**src/rtl/seg_scan_ctrl.sv**
```systemverilog
// Scan controller for an 8-digit seven-segment display.
// Holds the digit values and steps a registered num/sel pair through the digits at a fixed rate.
module seg_scan_ctrl #(
  parameter int DIV = 100000,
  parameter int CW  = 17
) (
  input  logic        clk,
  input  logic        reset,
  input  logic        wr_en,
  input  logic [2:0]  wr_addr,
  input  logic [3:0]  wr_data,
  input  logic        load_en,
  input  logic [31:0] load_data,
  input  logic        hold,
  output logic [3:0]  num,
  output logic [2:0]  sel,
  output logic        frame
);

  localparam logic [CW-1:0] PC_LAST = CW'(DIV - 1);

  logic [3:0]    digit      [8];
  logic [3:0]    digit_next [8];
  logic [CW-1:0] pc;
  logic [CW-1:0] pc_next;
  logic [2:0]    sel_next;
  logic          frame_next;
  logic          step;

  // A single write overrides the bulk load for the same index.
  always_comb begin
    digit_next = digit;
    if (load_en) begin
      for (int k = 0; k < 8; k++) begin
        digit_next[k] = load_data[4*k +: 4];
      end
    end
    if (wr_en) begin
      digit_next[wr_addr] = wr_data;
    end

    step       = !hold && (pc == PC_LAST);
    pc_next    = pc;
    if (!hold) begin
      pc_next = step ? '0 : pc + 1'b1;
    end
    sel_next   = step ? sel + 3'd1 : sel;
    frame_next = step && (sel == 3'd7);
  end

  // num is taken from next-state digits and sel so the pair always changes together.
  always_ff @(posedge clk) begin
    if (reset) begin
      for (int k = 0; k < 8; k++) begin
        digit[k] <= 4'd0;
      end
      pc    <= '0;
      sel   <= 3'd0;
      num   <= 4'd0;
      frame <= 1'b0;
    end else begin
      digit <= digit_next;
      pc    <= pc_next;
      sel   <= sel_next;
      num   <= digit_next[sel_next];
      frame <= frame_next;
    end
  end

endmodule

```
**config.mk**
```make
export PLATFORM = sky130hd
export DESIGN_NAME = seg_scan_ctrl
export DESIGN_NICKNAME = d
export VERILOG_FILES = /design/src/rtl/seg_scan_ctrl.sv
export SDC_FILE = /design/constraint.sdc
export NUM_CORES = 1
export LEC_CHECK = 0
export CAP_MARGIN = 20
export CORE_ASPECT_RATIO = 1.4
export CORE_MARGIN = 3
export CORE_UTILIZATION = 53
export CTS_CLUSTER_SIZE = 14
export DETAILED_ROUTE_END_ITERATION = 7
export HOLD_SLACK_MARGIN = 0.06
export PLACE_DENSITY = 0.8
export SYNTH_ARGS = -nofsm -noshare
export SYNTH_HDL_FRONTEND = slang
export SYNTH_SLANG_ARGS = --single-unit
```
**constraint.sdc**
```tcl
create_clock -name clk -period 2.6 [get_ports clk]
set_input_delay 0.52 -clock clk [delete_from_list [all_inputs] [get_ports clk]]
set_output_delay 0.52 -clock clk [all_outputs]
set_load 0.1 [all_outputs]
```
# Word-level counts from Yosys, hierarchy flattened
# Cells that the tools add are included.
[word_totals]
reg_bits = 57
latchBits = 0
mem_bits_rw = 0
rom_bits = 0
in_bits = 44
output_inout_bits = 8
word_cells = 35
mem_count = 0
[op_classes]
addsub = 2
mul = 0
n_div = 0
order_cmp = 3
eq_ne = 2
shifts = 0
n_mux = 10
n_bitwise = 2
reduce_logical = 4
[op_table]
columns = ["op", "count"]
rows = [
  ["$mux W32", 2],
  ["$bwmux W32", 1],
  ["$add A17 B1 Y17 const B", 1],
  ["$eq A17 B17 Y1 const B", 1],
  ["$mux W17", 1],
  ["$bmux W4 S3", 1],
  ["$demux W4 S3", 1],
  ["$mux W4", 3],
  ["$ge A4 B4 Y1 const B", 2],
  ["$not A3 Y4", 2],
  ["$lt A4 B1 Y1 const B", 1],
  ["$add A3 B1 Y3 const B", 1],
  ["$eq A3 B3 Y1 const B", 1],
  ["$logic_and A1 B1 Y1", 3],
  ["$mux W3", 1],
  ["$logic_not A1 Y1", 1],
]

# Depth between registers and ports, before layout
[logic_depth]
word_depth = 10
depth_mapped = 9
ltp_nobuf = 7

# Worst setup path after synthesis
# Ideal clock, no wire load.
[synth_path]
kind = "register to register"
start = "reg sel[0]"
end = "reg num[0]"
setup_ns = 0.064
arrival_ns = 2.431
required_time_ns = 2.536
slack_ns = 0.106
stages_incl_launch_ff = 7
path_buffers = 0
synth_period_minus_slack_ns = 2.494
path_cell_list = "dfxtp_1 -> ha_1 -> ha_1 -> or4_1 -> a21oi_2 -> o21ai_1 -> nand4_1"
[synth_between]
elab_chain_cells = 6
[synth_lines]
columns = ["item", "line_no", "rtl"]
rows = [
  ["start: declaration", "16", "output logic [2:0] sel,"],
  ["start signal: assignment", "64", "sel <= sel_next;"],
  ["$add A3 B1 Y3", "47", "sel_next = step ? sel + 3'd1 : sel;"],
  ["$mux W3 (*)", "47", ""],
  ["$not A3 Y4 (not written as such) (*)", "65", "num <= digit_next[sel_next];"],
  ["$bmux W4 S3 (*)", "65", ""],
  ["$mux W4 (not written as such) (*) (2 in series)", "65", ""],
  ["end signal: assignment", "65", ""],
  ["end: declaration", "15", "output logic [3:0] num,"],
]
# Every way passes the cells marked *; elsewhere a longest branch is shown, timed or not. The select of a mux whose other input is x is not followed.
# A chain may end at the register's enable or synchronous reset.

# Worst setup path after layout
[layout_path]
start = "in wr_en"
end = "reg num[1]"
[layout_between]
elab_chain_cells = 4
[layout_lines]
columns = ["item", "line_no", "rtl"]
rows = [
  ["start: declaration", "9", "input logic wr_en,"],
  ["$mux W32", "38", "if (wr_en) begin"],
  ["$bmux W4 S3", "65", ""],
  ["$mux W4 (not written as such) (2 in series)", "65", ""],
]
# No other way between the ends. The select of a mux whose other input is x is not followed.

==> metrics.txt <==
WP buf/inv=2; reg-to-reg startpoint=pc[0]; synth unique cells=46; PD cells=521 nW/µm²; gpl congestion=0.988; Overall Global Routing Usage=0.238; status=completed; post-route ant nets=0; CTS Sinks=57; Post-synth EDFFs=0; peak supply drop=0.000417 V; hold path cells=2; # diodes=0; CP Capture Type=flop; Max Cap Viol=0; clock root cell=clkbuf_8; hpwl dp=5.68 mm; Final Cell Area=3690 µm²; H-Tree Depth=3; clock latency on the worst-skew pair=0.34 ns; PortBufs=51; Die Y=94.3 µm; Avg Inst Size Synth=8.13 µm²; global route total overflow=0; worst path cell trace=clkdlybuf4s50_1 -> nor4bb_1 -> buf_4 -> nor2_1 -> a21oi_1 -> a21oi_1 -> o21ai_1 -> nand4_1; Initial Utilization=0.560; FMAX=455 MHz; Hold-fix buffers, CTS=0; die footprint=6510 µm²; total power=1.92 mW; R2R Setup Slk=0.54 ns; First-pass DRT Iterations=5; post-CTS setup buffers=0; final setup vio count=0; cell row count=31; WL/cell=15.5 µm; worst-margin pin slew=0.459 ns; cell area after placement=3530 µm²; Final Skew=0.00442 ns; first-pass GRT wire length=12.2 mm; Multi-input gate area=1700 µm²; hold path startpoint=pc[1]; io pins=52; pin count of the biggest net entering global routing=26; WL final=7.57 mm; crit-path max cell delay=0.59 ns; DRC viols=0; Reg-to-Reg End=num[0]; Tcrit/Tclk final=0.845; clock tree from TritonCTS=built; CTS max path bufs=2; Setup CP Type=primary input to flop; Core Footprint=5280 µm²; fin nets=466; Die X=69.1 µm; CP max-delay cell=clkdlybuf4s50_1; Area growth, synth to finish=25.0%; #FFs+latches synth=57; initial antenna violation count=0; crit start category=primary input; Filler cells=466; RSZ-0062 raised after global routing=false; Slew headroom=0.692; Critical Path AT=2.41 ns; Gates resized, CTS repair=0; Hold Crit Class=flop to flop; Num CTS Buffers=9; vias in the first global route=2698; Ys Warns=0; DRT iter0 DRCs=149; Cell Area, Synth=2950 µm²; register area=1140 µm²; proportion of layout cells with a drive suffix above 1=0.109; Max Slew Vio Count=0; Hold EP=pc[1]; family with the most delay on the worst path=buffers and inverters; fraction of registers with async set/reset=0; CP most frequent cell=a21oi_1; final hold vios=0; P_leak=1.55 nW; CTS clk-pin slew, worst paths=0.06 ns; ys flop type=dfxtp_1; Via density=5.54; crit path time final=2.20 ns; Setup TNS Final=0 ns; Req. time, crit path=2.81 ns; post-synth net total=410; worst reg2reg path depth=8; vias after detailed routing=2707; CP max FO=8; Seq/Total Area, Yosys=0.387; Mapped Cells=363
logic make-up (layout without fill, tap and decap cells):
logic type,count (synthesis),after routing,share of synthesized area
multiplexers,32,32,0.109
AND/OR/NAND/NOR,158,158,0.266
flip-flops,57,57,0.387
AO/OA/AOI/OAI,77,77,0.142
buffers and inverters,20,80,0.0365
XOR/XNOR,16,16,0.0475
adder cells (fa/ha/maj),3,3,0.0127
area by class of cell:
type | instances | area share
clock buffers | 12 | 0.0393
clock inverters | 3 | 0.00475
inverters | 1 | 0.00102
multi-input cells | 286 | 0.462
flip-flops and latches | 57 | 0.309
well taps | 66 | 0.0224
repair buffers | 64 | 0.161
metal layers:
metal,global-route usage,vias up,part of all wire
met5,0,-,0
met4,0.122,0,0.029
met3,0.0525,19,0.048
met2,0.463,72,0.53
met1,0.232,1233,0.39
li1,-,1383,-
worst reg2reg max path, stage by stage (launching register included):
cell	delay, ns
dfxtp_1	0.41
ha_1	0.26
and2_1	0.21
and4_1	0.24
and3_1	0.18
buf_4	0.19
nor3_1	0.08
o21ai_0	0.25
nand4_1	0.11
metrics by stage:
step                      cells  setup slack [ns]  hold slack, ns   util
after floorplan             363             0.106           0.469      -
after global placement      474             0.135           0.493  0.668
after detailed placement    474            0.0934           0.507  0.668
after CTS                   489             0.434           0.513  0.699
after global routing        489             0.283           0.563  0.699
final                       489             0.404           0.521  0.699
state kept, by name (all words and copies together), names as in the netlist:
signal,count
sel,3
frame,1
pc,17
digit,32
num,4
synth_stat cells (all sizes together), types with 3 or more instances:
| library cell | count | area [µm²] |
|---|---|---|
| xnor2 | 7 | 61.3 |
| ha | 3 | 37.5 |
| mux2i | 32 | 320 |
| clkbuf | 10 | 37.5 |
| nor4bb | 3 | 30.0 |
| and3 | 4 | 25.0 |
| nand2 | 23 | 88.8 |
| dfxtp | 57 | 1140 |
| xor2 | 9 | 78.8 |
| o21ai | 34 | 174 |
| nand3 | 10 | 55.1 |
| buf | 9 | 66.3 |
| nand4b | 3 | 26.3 |
| a21oi | 37 | 189 |
| nor2 | 73 | 274 |
| nand4 | 7 | 43.8 |
| nor3 | 18 | 90.1 |
worst max path at each step:
stage          slack (ns)   start      to  cells after the start
2_1_floorplan        0.11  sel[0]  num[0]                      6
3_3_place_gp         0.13    hold  num[0]                      8
3_5_place_dp         0.09   wr_en  num[1]                      8
4_1_cts              0.43   wr_en  num[1]                      8
5_1_grt              0.28   wr_en  num[2]                      8
6_report             0.40   wr_en  num[1]                      8
cell usage in the layout, fill, tap and decap left out, types with 3 or more instances in the layout:
cell type	instances
o21ai_1	5
a21oi_1	36
dfxtp_1	57
nor3_1	18
clkdlybuf4s50_1	42
buf_4	20
nand2_1	22
nand3_1	9
mux2i_1	32
o21ai_0	28
xnor2_1	7
nor2_1	73
nor4bb_1	3
nand4b_1	3
nand4_1	7
ha_1	3
and3_1	4
xor2_1	9
clkbuf_8	10
power breakdown:
group          internal (mW)  switching (mW)
logic                  0.136           0.164
clock network          0.363           0.331
registers              0.915          0.0136
(Power assumes the default switching activity.)
==> RTL edit 1, RTL diff (same flow settings) <==
Register the inputs `wr_en`, `wr_addr`, `wr_data`, `load_en`, `load_data` and `hold` before use, with the module's reset. The logic sees them one clock later.
--- a/src/rtl/seg_scan_ctrl.sv
+++ b/src/rtl/seg_scan_ctrl.sv
@@ -21,2 +21,27 @@
 
+  logic wr_en_q;
+  logic [2:0] wr_addr_q;
+  logic [3:0] wr_data_q;
+  logic load_en_q;
+  logic [31:0] load_data_q;
+  logic hold_q;
+
+  always_ff @(posedge clk) begin
+    if (reset) begin
+      wr_en_q     <= '0;
+      wr_addr_q   <= '0;
+      wr_data_q   <= '0;
+      load_en_q   <= '0;
+      load_data_q <= '0;
+      hold_q      <= '0;
+    end else begin
+      wr_en_q     <= wr_en;
+      wr_addr_q   <= wr_addr;
+      wr_data_q   <= wr_data;
+      load_en_q   <= load_en;
+      load_data_q <= load_data;
+      hold_q      <= hold;
+    end
+  end
+
   logic [3:0]    digit      [8];
@@ -32,14 +57,14 @@
     digit_next = digit;
-    if (load_en) begin
+    if (load_en_q) begin
       for (int k = 0; k < 8; k++) begin
-        digit_next[k] = load_data[4*k +: 4];
+        digit_next[k] = load_data_q[4*k +: 4];
       end
     end
-    if (wr_en) begin
-      digit_next[wr_addr] = wr_data;
+    if (wr_en_q) begin
+      digit_next[wr_addr_q] = wr_data_q;
     end
 
-    step       = !hold && (pc == PC_LAST);
+    step       = !hold_q && (pc == PC_LAST);
     pc_next    = pc;
-    if (!hold) begin
+    if (!hold_q) begin
       pc_next = step ? '0 : pc + 1'b1;
Formal check against the unedited RTL: not equivalent (a bounded check fails within 4 cycles, from zero or initial values and one cycle with reset high).
==> RTL edit 1 against the unedited design <==
Setup slack better by 0.0049 ns; final area is 31% higher; synthesized cell count rose by 24%; sequential cell count up 42; clock power increased by 32%; area after synthesis is 38% higher; power rose by 45%; wire length grew 19%; critical path type is now reg2reg.
==> RTL edit 1: results (changes against the unedited design) <==
run status finished, final reports clean; DR WL met2 4370 um (+8.5%); skew final 0.00888 ns (+0.00446 ns); post-route met1 wirelength 3880 um (+31%); Worst Max-Slew Pin Slew 0.678 ns (+0.219 ns); RD Place Congestion 0.851 (-14%); multiplexer share of the synthesized area 7.87% (-3.0 points); vias in the first global route 3019 (+12%); adder-cell area share of the yosys netlist 0.922% (-0.35 points); fraction of layout instances using a drive strength above 1 8.95% (-1.9 points); 1st-pass router iterations 4 (-1); count of cells along the worst register-to-register path 7 (-1); number of distinct library cells after synthesis 44 (-4.3%); maximum number of pins on one net before global-route repair 49 (+88%); DRC violation total after the first TritonRoute iteration 167 (+12%); share of the yosys chip area belonging to registers 48.7% (+10 points); compound-cell area share of the yosys netlist 10.1% (-4.1 points); xor and xnor area share after synthesis 3.44% (-1.3 points); Post-Route WL 9010 um (+19%); main area contributors after synthesis sky130_fd_sc_hd__dfxtp_1 (49%), sky130_fd_sc_hd__mux2i_1 (7.9%), sky130_fd_sc_hd__nor2b_1 (6.9%), sky130_fd_sc_hd__nor2_1 (6.6%), sky130_fd_sc_hd__a21oi_1 (4.7%); Worst Path Max Fanout 16 (+8); GR Util All Layers 21.2% (-2.6 points); Hold/Removal Path Class in2reg; internal power 2110 uW (+49%); met3 layer wire length in the routed design 348 um (-4.9%); Leakage 0.00192 uW (+24%)
## RTL edit 1: changes by cell type in the layout (fill, tap and decap cells not counted), sizes merged, moves of 2 or more
cell and delta:
clkinv +2, nor4 -2, dfxtp +42, a21oi +2
buf -6, nor2b +43
## RTL edit 1: final timing paths
check	start	slack, ns	end
max	pc[0]	0.41	num[3]
min	reset	0.43	sel[0]
max reg2reg	pc[0]	0.41	num[3]
min reg2reg	pc[1]	0.53	pc[1]
## RTL edit 1: power groups by stage
stage	sequential (uW)	clock, uW	combinational, uW
after floorplan	1650	0	136
after global placement	1650	0	249
after detailed placement	1650	0	254
after CTS	1610	934	256
after global routing	1620	1000	279
final	1610	917	254
## RTL edit 1: area by class of cell
class / instances / area (sq um)
Timing Repair Buffer: 58 / 551
Multi-Input combinational cell: 329 / 1970
Inverter: 1 / 3.75
Clock buffer: 11 / 151
Clock inverter: 5 / 36.3
Tap cell: 97 / 121
Sequential cell: 99 / 1980
Fill cell: 639 / 2590
## RTL edit 1: kinds of logic after synthesis
kind of cell,count (synthesis)
flops,99
xor+xnor,16
compound gates,77
buf+inv,23
simple gates,201
mux,32
fa+ha+maj,3
## RTL edit 1: worst max-delay path, cell delays in order (launching register included)
cell	delay (ns)
sky130_fd_sc_hd__dfxtp_1	0.42
sky130_fd_sc_hd__ha_1	0.23
sky130_fd_sc_hd__and2_1	0.22
sky130_fd_sc_hd__and4_4	0.27
sky130_fd_sc_hd__and3_1	0.51
sky130_fd_sc_hd__nor3_1	0.10
sky130_fd_sc_hd__o21ai_0	0.19
sky130_fd_sc_hd__nand4_1	0.12
## RTL edit 1: per-stage QoR
step	power (uW)	cell area (sq um)	cells	worst slack, ns	util, %
after floorplan	1790	4070	451	0.0936	-
after global placement	1890	4630	584	0.546	62.5
after detailed placement	1900	4630	584	0.473	62.5
after CTS	2800	4820	600	0.442	65.0
after global routing	2900	4820	600	0.185	65.0
final	2780	4820	600	0.409	65.0
## RTL edit 1: metal layers
| layer | track usage (%) | vias to the layer above |
|---|---|---|
| met5 | 0 | - |
| met1 | 25.6 | 1453 |
| met3 | 4.51 | 30 |
| li1 | - | 1627 |
| met2 | 35.3 | 75 |
| met4 | 10.7 | 0 |
==> RTL edit 2, RTL diff (same flow settings) <==
Made on the original files. Set the parameter `CW` to 34 (it was 17).
--- a/src/rtl/seg_scan_ctrl.sv
+++ b/src/rtl/seg_scan_ctrl.sv
@@ -4,3 +4,3 @@
   parameter int DIV = 100000,
-  parameter int CW  = 17
+  parameter int CW  = 34
 ) (
Function: same outputs for any inputs over 10 cycles, from zero or initial values and one cycle with reset high; that may be too few to reach the edited logic, so the function may still have changed.
==> RTL edit 2 against the unedited design <==
Final area grew 32%; critical path type unchanged; setup slack lost 0.23 ns; maximum frequency shrank 9.6%; critical endpoint is now num[2]; core utilization shrank 1.2 points; area after synthesis grew 33%; non-clock buffer count grew 20; register-to-register slack lost 0.23 ns; power grew 27%; combinational power grew 11%; sequential cell count grew 17; sequential power grew 27%; wire length grew 32%.
==> RTL edit 2: results (changes against the unedited design) <==
reg2reg end num[2]; RD Place Congestion 0.875 (-11%); kind of cell adding the most delay to the critical path multiplexers; global-route wire length before repair 16600 um (+36%); Flop pwr share 48.7% (+0.4 points); fraction of area in multi-input gates 47.1% (+0.96 points); fraction of layout instances using a drive strength above 1 14.0% (+3.2 points); adder-cell area share of the yosys netlist 0.955% (-0.32 points); compound-cell area share of the yosys netlist 8.73% (-5.5 points); multiplexer share of the synthesized area 15.0% (+4.1 points); post-detailed-route via-to-cell ratio 5.74 (+3.8%); Floorplan Core Area 0.00707 sq mm (+34%); net count after synthesis 504 (+23%); skew final 0.0116 ns (+0.00715 ns); DRC violation total after the first TritonRoute iteration 156 (+4.7%); run status finished, final reports clean; Peak supply drop 437 uV (+4.8%); biggest regs pc: 34 flops, digit: 32 flops, num: 4 flops; Final Hold Slack 0.492 ns (-0.0288 ns); number of fillers in the final layout 566 (+21%); Non-clock buffers, area share 15.4% (-0.76 points); Cell Area, Placed 0.00465 sq mm (+32%); startpoint of the worst-slack reg-to-reg timing path pc[22]; count of clock buffers in the final design 10 (-2); Clock-cell share 4.19% (-0.22 points); Net count, final 569 (+22%); top post-synthesis cells by count sky130_fd_sc_hd__nor2_1 (78), sky130_fd_sc_hd__dfxtp_1 (74), sky130_fd_sc_hd__mux2i_1 (42); Post-Route WL 9980 um (+32%); switching pwr 633 uW (+24%); count of non-CTS inverters in the layout 5 (+4); Sequential cell area 0.00148 sq mm (+30%); CTS clock-pin slew for the worst setup and hold paths 0.09 ns (+0.03 ns); main area contributors after synthesis sky130_fd_sc_hd__dfxtp_1 (38%), sky130_fd_sc_hd__mux2i_1 (11%), sky130_fd_sc_hd__nor2_1 (7.5%), sky130_fd_sc_hd__xor2_1 (4.9%), sky130_fd_sc_hd__a21oi_1 (3.6%); Data arrival, critical path 2.67 ns (+0.26 ns)
[RTL edit 2: cell types whose count changed after synthesis, sizes merged, moves of 11 or more]
cell	unedited run	this run
mux2	0	11
nor4	2	15
dfxtp	57	74
xor2	9	22
nand4	7	18
[RTL edit 2: per-layer routing]
layer	wire (um)	vias up	GRT usage [%]	share of wire, %
met5	0	-	0	0
met4	366	0	12.8	3.7
met3	543	29	5.11	5.4
met2	5160	120	44.8	52
met1	3910	1661	26.7	39
li1	-	1763	-	-
[RTL edit 2: worst min-delay path, delay by kind of cell, from the launching register on]
family | cells | cell delay [ns]
and+or+nand+nor | 1 | 0.07
DFF | 1 | 0.33
AOI/OAI and AO/OA | 1 | 0.05
[RTL edit 2: metrics by stage]
| stage | total power, uW | worst slack, ns |
|---|---|---|
| floorplan | 1400 | 0.121 |
| global placement | 1530 | -0.0788 |
| detailed placement | 1540 | -0.182 |
| CTS | 2450 | 0.152 |
| global route | 2530 | 0.0504 |
| finish | 2430 | 0.172 |
